**config.mk**
```make
export PLATFORM = sky130hd
export DESIGN_NAME = uart_hex_display
export DESIGN_NICKNAME = d
export VERILOG_FILES = /design/src/rtl/uart_hex_display.sv
export SDC_FILE = /design/constraint.sdc
export NUM_CORES = 1
export LEC_CHECK = 0
export CORE_ASPECT_RATIO = 0.6
export CORE_UTILIZATION = 59
export CTS_CLUSTER_DIAMETER = 120
export DETAILED_ROUTE_END_ITERATION = 6
export PLACE_DENSITY = 0.79
export SYNTH_ARGS = -nofsm -noshare
export SYNTH_HDL_FRONTEND = slang
export SYNTH_SLANG_ARGS = --single-unit
```
**constraint.sdc**
```tcl
create_clock -name clk -period 2.2 [get_ports clk]
set_input_delay 0.55 -clock clk [delete_from_list [all_inputs] [get_ports clk]]
set_output_delay 0.55 -clock clk [all_outputs]
set_load 0.005 [all_outputs]
```
**src/rtl/uart_hex_display.sv**
```systemverilog
// 8N1 UART receiver that shifts received ASCII hex digits into an N-digit buffer,
// scanned one digit at a time onto shared 7-segment lines.
module uart_hex_display #(
  parameter int CLKS_PER_BIT   = 234,
  parameter int NUM_DIGITS     = 4,
  parameter int SCAN_DIV       = 27000,
  parameter int SEG_ACTIVE_LOW = 0,
  parameter int AN_ACTIVE_LOW  = 0
) (
  input  logic                  clk,
  input  logic                  rst,
  input  logic                  uart_rx,
  output logic [6:0]            seg,
  output logic [NUM_DIGITS-1:0] an,
  output logic [7:0]            rx_data,
  output logic                  rx_valid,
  output logic                  frame_err
);

  localparam int CNT_W = $clog2(CLKS_PER_BIT);
  localparam int IDX_W = (NUM_DIGITS > 1) ? $clog2(NUM_DIGITS) : 1;
  localparam int SC_W  = $clog2(SCAN_DIV);

  localparam logic [CNT_W-1:0] HALF_M1  = CNT_W'(CLKS_PER_BIT / 2 - 1);
  localparam logic [CNT_W-1:0] BIT_LAST = CNT_W'(CLKS_PER_BIT - 1);
  localparam logic [SC_W-1:0]  SC_LAST  = SC_W'(SCAN_DIV - 1);
  localparam logic [IDX_W-1:0] IDX_LAST = IDX_W'(NUM_DIGITS - 1);

  // XOR masks: all-ones inverts the active-high value for active-low boards.
  localparam logic [6:0]            SEG_OFF = (SEG_ACTIVE_LOW != 0) ? 7'h7F : 7'h00;
  localparam logic [NUM_DIGITS-1:0] AN_OFF  =
    (AN_ACTIVE_LOW != 0) ? {NUM_DIGITS{1'b1}} : {NUM_DIGITS{1'b0}};

  typedef enum logic [2:0] {
    S_IDLE,
    S_START,
    S_DATA,
    S_STOP,
    S_WAIT_HIGH
  } rx_state_e;

  logic                  sync1_q, sync2_q;
  logic                  rxs;
  rx_state_e             state_q, state_d;
  logic [CNT_W-1:0]      cnt_q, cnt_d;
  logic [2:0]            bit_q, bit_d;
  logic [7:0]            shift_q, shift_d;
  logic [7:0]            data_q, data_d;
  logic                  valid_q, valid_d;
  logic                  ferr_q, ferr_d;

  logic [3:0]            nib_q [NUM_DIGITS];
  logic [3:0]            nib_d [NUM_DIGITS];
  logic [NUM_DIGITS-1:0] on_q, on_d;
  logic                  is_hex;
  logic [3:0]            hex_nib;

  logic [SC_W-1:0]       sc_q, sc_d;
  logic [IDX_W-1:0]      idx_q, idx_d;
  logic [6:0]            seg_q, seg_d;
  logic [NUM_DIGITS-1:0] an_q, an_d;

  function automatic logic [6:0] hex7(input logic [3:0] v);
    case (v)
      4'h0:    hex7 = 7'h3F;
      4'h1:    hex7 = 7'h06;
      4'h2:    hex7 = 7'h5B;
      4'h3:    hex7 = 7'h4F;
      4'h4:    hex7 = 7'h66;
      4'h5:    hex7 = 7'h6D;
      4'h6:    hex7 = 7'h7D;
      4'h7:    hex7 = 7'h07;
      4'h8:    hex7 = 7'h7F;
      4'h9:    hex7 = 7'h6F;
      4'hA:    hex7 = 7'h77;
      4'hB:    hex7 = 7'h7C;
      4'hC:    hex7 = 7'h39;
      4'hD:    hex7 = 7'h5E;
      4'hE:    hex7 = 7'h79;
      default: hex7 = 7'h71;
    endcase
  endfunction

  assign rxs = sync2_q;

  always_comb begin
    state_d = state_q;
    cnt_d   = cnt_q + 1'b1;
    bit_d   = bit_q;
    shift_d = shift_q;
    data_d  = data_q;
    valid_d = 1'b0;
    ferr_d  = 1'b0;
    case (state_q)
      S_IDLE: begin
        cnt_d = '0;
        if (!rxs) state_d = S_START;
      end
      S_START: begin
        if (cnt_q == HALF_M1) begin
          cnt_d = '0;
          bit_d = '0;
          state_d = rxs ? S_IDLE : S_DATA;
        end
      end
      S_DATA: begin
        if (cnt_q == BIT_LAST) begin
          cnt_d   = '0;
          shift_d = {rxs, shift_q[7:1]};
          if (bit_q == 3'd7) state_d = S_STOP;
          else               bit_d   = bit_q + 3'd1;
        end
      end
      S_STOP: begin
        if (cnt_q == BIT_LAST) begin
          cnt_d = '0;
          if (rxs) begin
            data_d  = shift_q;
            valid_d = 1'b1;
            state_d = S_IDLE;
          end else begin
            ferr_d  = 1'b1;
            state_d = S_WAIT_HIGH;
          end
        end
      end
      S_WAIT_HIGH: begin
        cnt_d = '0;
        if (rxs) state_d = S_IDLE;
      end
      default: state_d = S_IDLE;
    endcase
  end

  // Letters 'A'-'F' and 'a'-'f' share low nibbles 1..6, so +9 yields 10..15.
  always_comb begin
    is_hex  = 1'b0;
    hex_nib = data_q[3:0];
    if (data_q >= 8'h30 && data_q <= 8'h39) begin
      is_hex = 1'b1;
    end else if ((data_q >= 8'h41 && data_q <= 8'h46) ||
                 (data_q >= 8'h61 && data_q <= 8'h66)) begin
      is_hex  = 1'b1;
      hex_nib = data_q[3:0] + 4'd9;
    end
  end

  always_comb begin
    nib_d = nib_q;
    on_d  = on_q;
    if (valid_q) begin
      if (is_hex) begin
        for (int unsigned k = 1; k < NUM_DIGITS; k++) begin
          nib_d[k] = nib_q[k-1];
          on_d[k]  = on_q[k-1];
        end
        nib_d[0] = hex_nib;
        on_d[0]  = 1'b1;
      end else if (data_q == 8'h1B) begin
        on_d = '0;
      end
    end
  end

  always_comb begin
    sc_d  = sc_q + 1'b1;
    idx_d = idx_q;
    if (sc_q == SC_LAST) begin
      sc_d  = '0;
      idx_d = (idx_q == IDX_LAST) ? '0 : idx_q + 1'b1;
    end
    seg_d = (on_q[idx_q] ? hex7(nib_q[idx_q]) : 7'h00) ^ SEG_OFF;
    an_d  = (NUM_DIGITS'(1) << idx_q) ^ AN_OFF;
  end

  always_ff @(posedge clk) begin
    if (rst) begin
      sync1_q <= 1'b1;
      sync2_q <= 1'b1;
      state_q <= S_IDLE;
      cnt_q   <= '0;
      bit_q   <= '0;
      shift_q <= '0;
      data_q  <= '0;
      valid_q <= 1'b0;
      ferr_q  <= 1'b0;
      nib_q   <= '{default: '0};
      on_q    <= '0;
      sc_q    <= '0;
      idx_q   <= '0;
      seg_q   <= SEG_OFF;
      an_q    <= AN_OFF;
    end else begin
      sync1_q <= uart_rx;
      sync2_q <= sync1_q;
      state_q <= state_d;
      cnt_q   <= cnt_d;
      bit_q   <= bit_d;
      shift_q <= shift_d;
      data_q  <= data_d;
      valid_q <= valid_d;
      ferr_q  <= ferr_d;
      nib_q   <= nib_d;
      on_q    <= on_d;
      sc_q    <= sc_d;
      idx_q   <= idx_d;
      seg_q   <= seg_d;
      an_q    <= an_d;
    end
  end

  assign seg       = seg_q;
  assign an        = an_q;
  assign rx_data   = data_q;
  assign rx_valid  = valid_q;
  assign frame_err = ferr_q;

endmodule

```
### Word-level counts from Yosys, hierarchy flattened

Memories as Yosys holds them, arrays and structs flattened. A register that Yosys moved wholly into a read port is not among the register bits.
Cells that the tools add are included.

| cells by class | value |
|---|---|
| shift-type cells | 1 |
| $mul | 0 |
| div/mod/pow operators | 0 |
| magnitude comparators | 8 |
| reductions and logical operators | 18 |
| $add $sub $neg | 5 |
| bitwise gates (word level) | 4 |
| equality and inequality tests | 17 |
| muxes and demuxes | 30 |

Operators by type and width:

| operator | count |
|---|---|
| $mux 3 | 10 |
| $mux 4 | 6 |
| $pmux 8 s3 | 1 |
| $ge 8x7->1 const B | 2 |
| $le 8x7->1 const B | 2 |
| $mux 8 | 2 |
| $add 15x1->15 const B | 1 |
| $eq 15x15->1 const B | 1 |
| $pmux 3 s5 | 1 |
| $ne 2x2->1 const B | 7 |
| $add 8x1->8 const B | 1 |
| $bmux 4 s2 | 1 |
| $eq 8x5->1 const B | 1 |
| $eq 8x7->1 const B | 1 |
| $eq 8x8->1 const B | 1 |
| $ge 8x6->1 const B | 1 |
| $le 8x6->1 const B | 1 |
| $reduce_or 2->1 | 4 |
| $eq 3x2->1 const B | 2 |
| $eq 3x3->1 const B | 2 |
| $pmux 3 s2 | 1 |
| $reduce_and 2->1 | 3 |
| $reduce_and 6->1 | 1 |
| $mux 1 | 5 |
| 19 further kinds | 25 |

| storage, ports and cells | value |
|---|---|
| memory bits (read-only) | 112 |
| output and inout bits | 21 |
| register bits after elaboration | 75 |
| latch bits | 0 |
| memories | 1 |
| word-level logic and storage cells | 101 |
| bits of input ports | 3 |
| memory bits (writable) | 0 |

Memory list:

| name | depth | bits a word | rd ports | clocked after memory_dff | write ports | RTL line | source |
|---|---|---|---|---|---|---|---|
| (no name shown) | 16 | 7 | 1 | 1 | 0 | 64 | `case (v)` |

### Depth between registers and ports, before layout

| logic depth | value |
|---|---|
| word-level depth | 7 |
| mapped depth | 8 |
| depth with buffers taken out | 7 |

### Worst setup path after synthesis

OpenSTA, ideal clock, no wires.

| timing | value |
|---|---|
| path kind | register -> register |
| from | reg idx_q[0] |
| to | reg seg_q[0], in the netlist seg[0] |
| setup slack | 196 ps |
| path buffers | 1 |
| data required time | 2135 ps |
| cell stages (with the launch flop) | 7 |
| arrival | 1939 ps |
| setup time | 65 ps |
| cells stage by stage | dfxtp_1 buf_6 mux4_2 ha_1 or3b_2 o221a_1 nor2_1 |

| on the way | value |
|---|---|
| word-level cells in the longest chain between the ends | 4 |

RTL lines:

| element | RTL line | source |
|---|---|---|
| start, declared | 59 | `logic [IDX_W-1:0] idx_q, idx_d;` |
| start signal, assigned | 206 | `idx_q <= idx_d;` |
| $not 2->3 (implied by the code) or $bmux 1 s2 (tied branches) | 172 | `seg_d = (on_q[idx_q] ? hex7(nib_q[idx_q]) : 7'h00) ^ SEG_OFF;` |
| $bmux 4 s2 or $mux 1 (tied branches) | 172 |  |
| $mux 4 (implied by the code) or $not 1->1 (tied branches) | - |  |
| $mux 4 (implied by the code) or $reduce_or 2->1 (tied branches) | - |  |
| end, declared | 60 | `logic [6:0] seg_q, seg_d;` |

Several ways; a longest one is shown, not always the timed one. The select of a mux whose other input is x is not followed.
A chain may end at the register's enable or synchronous reset.

### Worst setup path in the final report

Same ends and word-level chain as after synthesis.

==> summary.md <==
| Metric | Value |
|---|---|
| Num CTS Buffers | 9 |
| Fin crit share | between 90% and 100% |
| Synth cell count leaders | 82 x dfxtp_1, 45 x nor2_1, 30 x a21oi_1, 27 x nand2_1, 26 x nand3_1 |
| Syn Nets | 436 |
| Min Tclk post-route | between 2 and 2.5 ns |
| Clk_skew | ~0.0071 ns |
| CTS Sinks | 82 |
| Nets | around 460 |
| DP Area | ~4200 sq um |
| Die H | between 60 and 70 um |
| Synth cell types | 52 |
| CP cell instances | mux4_2 > ha_1 > or3b_2 > o221a_1 > nor2_1 |
| Number of flops mapped to enable cells by yosys | 0 |
| Post-Synthesis Cell Area | approximately 3800 sq um |
| Die width | about 110 um |
| Critical-path top delay cell | mux4_2 |
| Area of the multi-input gates | just over 2000 sq um |
| GPL Wtd Cong | approximately 0.86 |
| Hold WC Path Type | flop to flop |
| Port Buf Inserts | 23 |
| Outcome | completed |
| Ports | 24 |
| Number of routed nets with antenna violations | 0 |
| Worst Setup End Kind | flop |
| Synth async-reset ratio | 0% |
| Core region area | 6190 sq um |
| Max stage delay on crit path | around 0.62 ns |
| Largest cells by area after synthesis | dfxtp_1 43%, ha_1 5.5%, nor2_1 4.4% |
| Largest net degree at the start of global routing | 27 |
| H-tree levels | 3 |
| Avg Cell Area, Syn | 9.25 sq um |
| Initial antenna violation count | 0 |
| Crit path required time | 2.50 ns |
| Vias in the first global route | 2965 |
| Worst Path Max Fanout | 5 |
| Peak VDD IR | between 0.0006 and 0.0007 V |
| CTS tree | built |
| Filler cells | 493 |
| Total global-route track usage | approximately 26% |
| Power per cell area | approximately 690 nW/um^2 |
| Final Instance Area | roughly 4400 sq um |
| Placed insts | about 510 |
| Initial core utilization | roughly 62% |
| Worst Setup SP | idx_q[0]$_SDFFE_PP0P_ |
| Final wirelength | between 8 and 9 mm |
| Final cell count without fillers | 530 |
| Worst Min Path Start | sync1_q$_SDFF_PP1_ |
| 1st-pass router iterations | 5 |
| Antenna Cells | 0 |
| Max-slew headroom | around 49% |
| Cells after Synth | between 400 and 500 |
| Synth-to-Final Area Change | 15.0% |
| First-pass GRT wire length | approximately 14 mm |
| Share of layout cells above drive strength 1 | about 12% |
| Slew @ Worst Pin | approximately 0.76 ns |
| Post-synthesis register bit count | between 80 and 90 |
| P_leak | between 1 and 1.5 nW |
| WHS | 0.420 ns |
| Setup crit start kind | flop |
| Sequential cell area | ~1600 sq um |
| Top_reg_cell synth | dfxtp_1 |
| RSZ-0062 raised after global routing | no |
| Via/cell ratio | between 5 and 6 |
| Max Slew Vio Count | 0 |
| Die area | 6860 sq um |
| DRC viols | 0 |
| Yosys top cell by area | dfxtp_1 |
| Max-cap violations | 0 |
| Via count | between 3000 and 4000 |
| Routed WL per cell | about 15 um |
| Setup CP Type | flop to flop |
| Data arrival, critical path | approximately 2.4 ns |
| Clock buffer depth | 2 |
| R2R Path Start | idx_q[0]$_SDFFE_PP0P_ |
| Skew-Pair Late Insertion Delay | roughly 0.37 ns |
| Final Hold Fails | 0 |
| Warnings, synthesis | 0 |
| Root buf cell | clkbuf_8 |
| FMAX | just under 500 MHz |
| Initial DRC Count | about 210 |
| # setup viols final | 0 |
| Num rows | 22 |
| Sequential-to-total area share from yosys stat | 42.7% |
| Most frequent cell after synthesis | dfxtp_1 |
| Post-synth top area share | between 40% and 50% |
| Total gr overflow | 0 |
| Post-DP HPWL | between 5 and 6 mm |
| Clock transition at the registers of the reported paths | around 0.080 ns |
what timing repair did:
item                                   in CTS  in global routing
endpoints found under the hold margin       0                  0
hold buffers                                0                  0
setup buffers                               0                  0
gates resized for setup                     1                  2
setup endpoints to repair                   3                  9
report_power, final:
part	internal [mW]	switching [mW]	total, mW
sequential	1.51	0.0378	1.55
combinational	0.0838	0.0990	0.183
clock	0.812	0.536	1.35
through the flow:
| step | power [mW] | TNS [ns] | utilization [%] | worst slack (ns) |
|---|---|---|---|---|
| 2_1_floorplan | 1.73 | 0 | - | 0.196 |
| 3_3_place_gp | 1.75 | 0 | 67.3 | 0.0784 |
| 3_5_place_dp | 1.76 | -0.0316 | 67.3 | -0.0316 |
| 4_1_cts | 3.09 | 0 | 71.4 | 0.0727 |
| 5_1_grt | 3.19 | 0 | 71.5 | 0.0373 |
| 6_report | 3.08 | 0 | 71.5 | 0.136 |
registers in the layout (all words and copies together) (netlist names):
signal,flops
frame_err,1
rxs,1
shift_q,8
bit_q,3
state_q,3
rx_data,8
rx_valid,1
an,4
sync1_q,1
sc_q,15
idx_q,2
cnt_q,8
on_q,4
seg,7
nib_q,16
final timing paths:
check / cells past startpoint / slack, ns / end
setup reg to reg: 5 / 0.14 / seg[0]$_SDFF_PP0_
hold / removal: 1 / 0.42 / rxs$_SDFF_PP1_
setup / recovery: 5 / 0.14 / seg[0]$_SDFF_PP0_
hold reg to reg: 1 / 0.42 / rxs$_SDFF_PP1_
layout by cell type (no fill, tap or decap), types with 3 or more instances in the layout:
cell,netlist,layout
xnor2_1,13,13
inv_1,14,14
o21ai_0,4,4
nand2_1,27,27
mux2i_1,12,12
nor2_1,45,45
a31oi_1,6,6
and3_1,4,3
bufinv_16,0,3
nor4_1,3,3
a221oi_1,3,3
nand2b_1,4,4
nand3b_1,4,4
ha_1,17,17
nor2b_1,5,5
xor2_1,8,8
nand3_1,26,26
mux4_2,5,5
a211oi_1,3,3
nand4_1,9,9
a21oi_1,30,29
and3b_1,4,4
o211ai_1,18,18
nor3_1,8,8
buf_4,1,13
clkbuf_8,0,11
clkdlybuf4s50_1,0,22
or2_2,3,3
dfxtp_1,82,82
nor3b_1,6,6
critical path: cells and delay by family (launching register included):
kind                       cells  cell delay, ns
adders and majority gates      1            0.24
DFF                            1            0.45
and+or+nand+nor                2            0.56
muxes                          1            0.62
AOI/OAI and AO/OA              1            0.13
metal layers:
layer | wire length (um) | track usage (%)
met5 | 0 | 0
met4 | 101 | 6.60
met3 | 533 | 9.15
met2 | 3500 | 39.3
met1 | 3980 | 35.2
cell type report:
class                      count  share of cell area (%)
sequential                    82                    37.1
clock buffer                  11                    3.42
clock inverter                 5                    2.26
multi-input combinational    298                    46.4
timing repair buffer          36                    7.29
tap                           84                    2.37
inverter                      14                    1.19
kinds of logic (layout without fill, tap and decap cells):
family                   after synthesis  count (layout)  share of synthesized area (%)
XOR/XNOR                              21              21                           4.78
adder cells (fa/ha/maj)               17              17                           5.53
flip-flops                            82              82                           42.7
AO/OA/AOI/OAI                         74              74                           12.5
buffers and inverters                 36              66                           4.16
AND/OR/NAND/NOR                      167             167                           23.8
multiplexers                          19              19                           6.63
(Power assumes the default switching activity.)
